<file path="src/rtl/arcade_ioctl_pkg.sv">
// Shared types and defaults for MiSTer-style ioctl download routing.
package arcade_ioctl_pkg;

    typedef enum logic [1:0] {
        IDLE  = 2'd0,
        REQ   = 2'd1,
        FLUSH = 2'd2
    } ioctl_state_e;

    localparam logic [7:0] ROM_INDEX_DEF = 8'd0;
    localparam logic [7:0] MOD_INDEX_DEF = 8'd1;
    localparam logic [7:0] DIP_INDEX_DEF = 8'd254;

    localparam int unsigned NUM_REGIONS_DEF = 4;
    localparam int unsigned ADDR_W_DEF      = 25;

    // Region r occupies slice [r*ADDR_W +: ADDR_W]; bases ascend with r.
    localparam logic [NUM_REGIONS_DEF*ADDR_W_DEF-1:0] REGION_BASE_DEF =
        {25'h30000, 25'h20000, 25'h10000, 25'h00000};

endpackage

</file>
<file path="src/rtl/ioctl_region_decode.sv">
// Priority decode of a byte address into region number and region-relative offset.
module ioctl_region_decode
    import arcade_ioctl_pkg::*;
#(
    parameter int unsigned NUM_REGIONS = NUM_REGIONS_DEF,
    parameter int unsigned ADDR_W      = ADDR_W_DEF,
    parameter int unsigned SEL_W       = 2,
    parameter logic [NUM_REGIONS*ADDR_W-1:0] REGION_BASE = REGION_BASE_DEF
) (
    input  logic [ADDR_W-1:0] addr,
    output logic [SEL_W-1:0]  sel_c,
    output logic [ADDR_W-1:0] rel_addr_c
);

    // Bases ascend, so the last matching region is the highest one.
    always_comb begin
        sel_c      = '0;
        rel_addr_c = addr - REGION_BASE[ADDR_W-1:0];
        for (int unsigned r = 1; r < NUM_REGIONS; r++) begin
            if (REGION_BASE[r*ADDR_W +: ADDR_W] <= addr) begin
                sel_c      = SEL_W'(r);
                rel_addr_c = addr - REGION_BASE[r*ADDR_W +: ADDR_W];
            end
        end
    end

endmodule

</file>
<file path="src/rtl/arcade_ioctl_router.sv">
// Routes HPS ioctl downloads: ROM bytes to region targets with handshake, DIP and MOD bytes to registers.
module arcade_ioctl_router
    import arcade_ioctl_pkg::*;
#(
    parameter int unsigned NUM_REGIONS = NUM_REGIONS_DEF,
    parameter int unsigned ADDR_W      = ADDR_W_DEF,
    parameter logic [NUM_REGIONS*ADDR_W-1:0] REGION_BASE = REGION_BASE_DEF,
    parameter logic [ADDR_W-1:0] ROM_SIZE = ADDR_W'('h40000),
    parameter int unsigned DIP_BYTES   = 8,
    parameter logic [7:0] ROM_INDEX    = ROM_INDEX_DEF,
    parameter logic [7:0] MOD_INDEX    = MOD_INDEX_DEF,
    parameter logic [7:0] DIP_INDEX    = DIP_INDEX_DEF
) (
    input  logic                     clk_sys,
    input  logic                     RESET_n,
    input  logic                     ioctl_download,
    input  logic [7:0]               ioctl_index,
    input  logic                     ioctl_wr,
    input  logic [ADDR_W-1:0]        ioctl_addr,
    input  logic [7:0]               ioctl_dout,
    output logic                     ioctl_wait,
    output logic                     rom_wr,
    output logic [((NUM_REGIONS > 1) ? $clog2(NUM_REGIONS) : 1)-1:0] rom_sel,
    output logic [ADDR_W-1:0]        rom_addr,
    output logic [7:0]               rom_data,
    input  logic                     rom_ack,
    output logic [DIP_BYTES*8-1:0]   dip,
    output logic [7:0]               mod_id,
    output logic                     rom_loaded,
    output logic                     done_pulse,
    output logic [ADDR_W-1:0]        byte_count,
    output logic                     err_range,
    output logic                     err_ovf
);

    localparam int unsigned SEL_W     = (NUM_REGIONS > 1) ? $clog2(NUM_REGIONS) : 1;
    localparam int unsigned DIP_SEL_W = (DIP_BYTES > 1) ? $clog2(DIP_BYTES) : 1;

    ioctl_state_e      state, state_n;
    logic              dl_q, rom_xfer, xfer_n;
    logic              rom_wr_n, wait_n, done_n, loaded_n, err_range_n, err_ovf_n;
    logic [SEL_W-1:0]  sel_n, dec_sel_c;
    logic [ADDR_W-1:0] addr_n, count_n, dec_rel_c;
    logic [7:0]        data_n;
    logic              rom_idx_c, dl_rise_c, dl_fall_c;
    logic [DIP_SEL_W-1:0] dip_idx_c;

    ioctl_region_decode #(
        .NUM_REGIONS (NUM_REGIONS),
        .ADDR_W      (ADDR_W),
        .SEL_W       (SEL_W),
        .REGION_BASE (REGION_BASE)
    ) u_decode (
        .addr       (ioctl_addr),
        .sel_c      (dec_sel_c),
        .rel_addr_c (dec_rel_c)
    );

    assign rom_idx_c = (ioctl_index == ROM_INDEX);
    assign dl_rise_c = ioctl_download & ~dl_q;
    assign dl_fall_c = ~ioctl_download & dl_q;
    assign dip_idx_c = ioctl_addr[DIP_SEL_W-1:0];

    // Next-state and registered-output logic for the ROM write path.
    always_comb begin
        state_n     = state;
        rom_wr_n    = rom_wr;
        wait_n      = ioctl_wait;
        sel_n       = rom_sel;
        addr_n      = rom_addr;
        data_n      = rom_data;
        done_n      = 1'b0;
        loaded_n    = rom_loaded;
        count_n     = byte_count;
        err_range_n = err_range;
        err_ovf_n   = err_ovf;
        xfer_n      = rom_xfer;

        if (dl_rise_c) begin
            xfer_n = rom_idx_c;
            if (rom_idx_c) begin
                count_n     = '0;
                err_range_n = 1'b0;
                err_ovf_n   = 1'b0;
                loaded_n    = 1'b0;
            end
        end else if (dl_fall_c) begin
            xfer_n = 1'b0;
        end

        case (state)
            IDLE: begin
                if (ioctl_wr && ioctl_download && rom_idx_c) begin
                    if (ioctl_addr < ROM_SIZE) begin
                        sel_n    = dec_sel_c;
                        addr_n   = dec_rel_c;
                        data_n   = ioctl_dout;
                        rom_wr_n = 1'b1;
                        wait_n   = 1'b1;
                        state_n  = REQ;
                    end else begin
                        err_range_n = 1'b1;
                    end
                end else if (dl_fall_c && rom_xfer) begin
                    done_n   = 1'b1;
                    loaded_n = 1'b1;
                end
            end
            REQ, FLUSH: begin
                if (ioctl_wr && rom_idx_c) err_ovf_n = 1'b1;
                if (rom_ack) begin
                    rom_wr_n = 1'b0;
                    wait_n   = 1'b0;
                    state_n  = IDLE;
                    if (count_n != '1) count_n = count_n + ADDR_W'(1);
                    // A download that ended while the write was pending finishes here.
                    if (state == FLUSH || dl_fall_c) begin
                        done_n   = 1'b1;
                        loaded_n = 1'b1;
                    end
                end else if (dl_fall_c) begin
                    state_n = FLUSH;
                end
            end
            default: state_n = IDLE;
        endcase
    end

    always_ff @(posedge clk_sys or negedge RESET_n) begin
        if (!RESET_n) begin
            state      <= IDLE;
            rom_wr     <= 1'b0;
            ioctl_wait <= 1'b0;
            rom_sel    <= '0;
            rom_addr   <= '0;
            rom_data   <= '0;
            done_pulse <= 1'b0;
            rom_loaded <= 1'b0;
            byte_count <= '0;
            err_range  <= 1'b0;
            err_ovf    <= 1'b0;
            rom_xfer   <= 1'b0;
            dl_q       <= 1'b0;
        end else begin
            state      <= state_n;
            rom_wr     <= rom_wr_n;
            ioctl_wait <= wait_n;
            rom_sel    <= sel_n;
            rom_addr   <= addr_n;
            rom_data   <= data_n;
            done_pulse <= done_n;
            rom_loaded <= loaded_n;
            byte_count <= count_n;
            err_range  <= err_range_n;
            err_ovf    <= err_ovf_n;
            rom_xfer   <= xfer_n;
            dl_q       <= ioctl_download;
        end
    end

    // DIP and MOD capture run independently of the ROM state machine.
    always_ff @(posedge clk_sys or negedge RESET_n) begin
        if (!RESET_n) begin
            dip    <= '1;
            mod_id <= '0;
        end else if (ioctl_wr) begin
            if (ioctl_index == DIP_INDEX && ioctl_addr < ADDR_W'(DIP_BYTES))
                dip[32'(dip_idx_c)*8 +: 8] <= ioctl_dout;
            if (ioctl_index == MOD_INDEX)
                mod_id <= ioctl_dout;
        end
    end

endmodule

</file>
<file path="config.mk">
export PLATFORM = sky130hd
export DESIGN_NAME = arcade_ioctl_router
export DESIGN_NICKNAME = d
export VERILOG_FILES = /design/src/rtl/arcade_ioctl_pkg.sv /design/src/rtl/ioctl_region_decode.sv /design/src/rtl/arcade_ioctl_router.sv
export SDC_FILE = /design/constraint.sdc
export NUM_CORES = 1
export LEC_CHECK = 0
export ABC_AREA = 1
export ABC_CLOCK_PERIOD_IN_PS = 4980
export BUFFER_PORTS_ARGS = -buffer_cell sky130_fd_sc_hd__clkbuf_2
export CELL_PAD_IN_SITES_DETAIL_PLACEMENT = 0
export CELL_PAD_IN_SITES_GLOBAL_PLACEMENT = 2
export CORE_ASPECT_RATIO = 0.7
export CORE_MARGIN = 1
export CORE_UTILIZATION = 34
export CTS_BUF_LIST = sky130_fd_sc_hd__clkbuf_4 sky130_fd_sc_hd__clkbuf_8 sky130_fd_sc_hd__clkbuf_16
export CTS_CLUSTER_DIAMETER = 150
export DETAILED_ROUTE_END_ITERATION = 10
export PLACE_DENSITY = 0.82
export SLEW_MARGIN = 20
export SYNTH_ARGS = -nofsm -noshare
export SYNTH_HDL_FRONTEND = slang
export SYNTH_HIERARCHICAL = 1
export SYNTH_SLANG_ARGS = --single-unit
</file>
<file path="constraint.sdc">
create_clock -name clk_sys -period 4.98 [get_ports clk_sys]
set_input_delay 0.996 -clock clk_sys [delete_from_list [all_inputs] [get_ports clk_sys]]
set_output_delay 0.996 -clock clk_sys [all_outputs]
set_load 0.005 [all_outputs]
</file>
==> impl_metrics.json <==
{
  "final_cells": 1286,
  "wl_per_cell_um": 15.3,
  "yosysTopAreaCell": "dfrtp_1",
  "ys_types": 39,
  "wl_um": 19700,
  "grt_pass1_wl_um": 31100,
  "worst_ep_arrival_time_ps": 3130,
  "r2r_start": "dl_q$_DFF_PN0_",
  "holdCritPathClass": "reg -> reg",
  "grt_antenna_before_repair": 0,
  "synth_top_area_share_pct": 26.6,
  "netlist_top_cells_area": "dfrtp_1 (27%), dfstp_2 (23%), nand2_1 (11%), o21ai_0 (5.5%), mux2_2 (5.3%)",
  "portBuffers": 183,
  "rsz0062_at_grt": "false",
  "clkLatencyLatePin_ps": 420,
  "diodes": 0,
  "ys_ff_latch": 141,
  "p_leak_nw": 4.42,
  "viasPerCell": 4.60,
  "drcViolationCount": 0,
  "avgSynthCellArea_um2": 8.70,
  "die_w_um": 177,
  "power_frac_seq_pct": 45.7,
  "dr_total_vias": 5920,
  "setup_violations": 0,
  "cap_violations": 0,
  "cts_buffer_depth": 2,
  "chipHeight_um": 124,
  "place_congestion": 0.791,
  "p_switching_mw": 0.673,
  "n_fill_cell": 2163,
  "coreArea_mm2": 0.0208,
  "synth-edff-count": 0,
  "max_freq_mhz": 354,
  "num-nets-final": 1059,
  "critPathMaxFanout": 43,
  "grt_pass1_vias": 5626,
  "fin_setup_tns_ps": 0,
  "cts.clk_slew.worst_paths_ps": 70,
  "crit_path_end_kind": "flip-flop",
  "layout_min_cycle_time_ps": 2830,
  "post_cts_resized": 0,
  "io_pins": 184,
  "final_max_slew_viol_count": 0,
  "cts_hold_buf": 0,
  "place_worst_setup_slack_ps": 1670,
  "syn_nets": 895,
  "outcome": "finished clean",
  "cts_setup_buffers": 0,
  "pwr-share-clk_pct": 48.5,
  "initial_utilization_pct": 34.8,
  "track_usage_pct": 18.5,
  "ant_nets": 0,
  "htreeDepth": 4,
  "crit_path_start": "ioctl_index[7]",
  "drt_iter0_drc": 333,
  "syn-cell-area_mm2": 0.00725,
  "hp-start": "rom_data[3]$_DFFE_PN0P_",
  "p_comb_share_pct": 5.9,
  "area_growth_pct": 21.3,
  "synthCells": 833,
  "setup_slack_ps": 2150,
  "ir_worst_vdd_mv": 0.192,
  "async_flop_share_pct": 100,
  "powerDensity_mw_per_mm2": 288,
  "ys_seq_area_share_pct": 49.8,
  "dp_cells": 1254,
  "root_buffer": "clkbuf_16",
  "required_ps": 5280,
  "switching_share_pct": 26.6,
  "cts_tree": "built",
  "startpoint_type": "input pin",
  "post-dp-hpwl_um": 14800,
  "first_pass_iters": 5,
  "grt-ovfl-total": 0,
  "synth_commonest_cells": "nand2_1 (218), nor2_1 (83), o21ai_0 (79)",
  "cts_num_sinks": 141,
  "synthFlopType": "dfrtp_1",
  "die-area_mm2": 0.0219,
  "ys_warn_count": 6,
  "intPower_mw": 1.86,
  "yosysMostFrequentCell": "nand2_1",
  "grt_start_max_net_pins": 78,
  "num_rows": 44,
  "hold_viol_final": 0,
  "path_class": "in -> reg",
  "timing.slew.headroom_pct": 35.0,
  "period_share_pct": 56.8,
  "drive_gt1_share_pct": 34.3,
  "p_total_mw": 2.54,
  "worst_pin_slew_ps": 973,
  "cts_inserted_buffers": 17,
  "finClkSkew_ps": 12.2
}
## layout make-up
| class | instances | area [um^2] | share of cell area, % |
|---|---|---|---|
| clock buffer | 17 | 425 | 4.84 |
| multi-input combinational | 573 | 3030 | 34.5 |
| sequential | 141 | 3610 | 41.1 |
| clock inverter | 15 | 143 | 1.62 |
| tap | 276 | 345 | 3.93 |
| timing repair buffer | 185 | 937 | 10.7 |
| inverter | 79 | 297 | 3.37 |
## registers in the layout (all words and copies together), names as in the netlist
| name | cells |
|---|---|
| dip | 64 |
| byte_count | 25 |
| rom_addr | 25 |
| mod_id | 8 |
| rom_data | 8 |
| rom_sel | 2 |
| state | 2 |
| dl_q | 1 |
| done_pulse | 1 |
| err_ovf | 1 |
| err_range | 1 |
| rom_loaded | 1 |
| rom_wr | 1 |
| rom_xfer | 1 |
## per-layer routing
metal,GRT usage (%),vias to the layer above,routed length [um],part of all wire [%]
met5,0,-,0,0
met4,5.55,0,254,1.3
met3,5.16,19,1180,6.0
met2,26.0,132,8170,41
met1,27.2,2779,10100,51
li1,-,2990,-,-
## worst max-delay path, stage by stage
cell,delay (ps)
clkbuf_2,90
nor2_1,140
nand2_1,80
nor2_2,170
nand2_1,90
nor2_1,190
nand3_2,780
mux2_2,580
## final timing paths
check / slack (ps) / cells after the start / end
min in group asynchronous: 610 / 1 / byte_count[16]$_DFF_PN0_
min: 490 / 2 / rom_data[3]$_DFFE_PN0P_
min reg2reg: 490 / 2 / rom_data[3]$_DFFE_PN0P_
max reg2reg: 2570 / 12 / byte_count[1]$_DFF_PN0_
max: 2150 / 8 / rom_addr[4]$_DFFE_PN0P_
max in group asynchronous: 3390 / 2 / dip[5]$_DFFE_PN1P_
## through the flow
stage | area, um^2 | util [%] | hold WS, ps
finish | 8790 | 42.2 | 486
global route | 8790 | 42.2 | 504
CTS | 8790 | 42.2 | 487
detailed placement | 8220 | 39.5 | 472
global placement | 8220 | 39.5 | 466
floorplan | 7250 | - | 449
## logic make-up (layout without fill, tap and decap cells)
| family | after synthesis | after routing | synth area share, % |
|---|---|---|---|
| compound gates | 90 | 90 | 6.58 |
| xor+xnor | 15 | 15 | 1.81 |
| fa+ha+maj | 16 | 16 | 2.76 |
| buf+inv | 119 | 296 | 8.35 |
| flops | 141 | 141 | 49.8 |
| mux | 34 | 34 | 5.28 |
| simple gates | 418 | 418 | 25.4 |
## power groups by stage
stage / Clock (mW) / Combinational [mW] / Sequential, mW
after detailed placement: 0 / 0.152 / 1.18
after global routing: 1.31 / 0.171 / 1.16
after CTS: 1.26 / 0.153 / 1.16
final: 1.23 / 0.149 / 1.16
after floorplan: 0 / 0.0776 / 1.18
after global placement: 0 / 0.152 / 1.18
## cell usage in the layout (no fill, tap or decap), types with 10 or more instances in the layout
master and instances:
clkbuf_16 17, clkbuf_2 182, dfrtp_1 77, dfstp_2 64, ha_1 16, inv_1 76, mux2_2 34, nand2_1 218
nand3_1 66, nand4_1 11, nor2_1 83, o21ai_0 79, xor2_1 10
(Power assumes the default switching activity.)
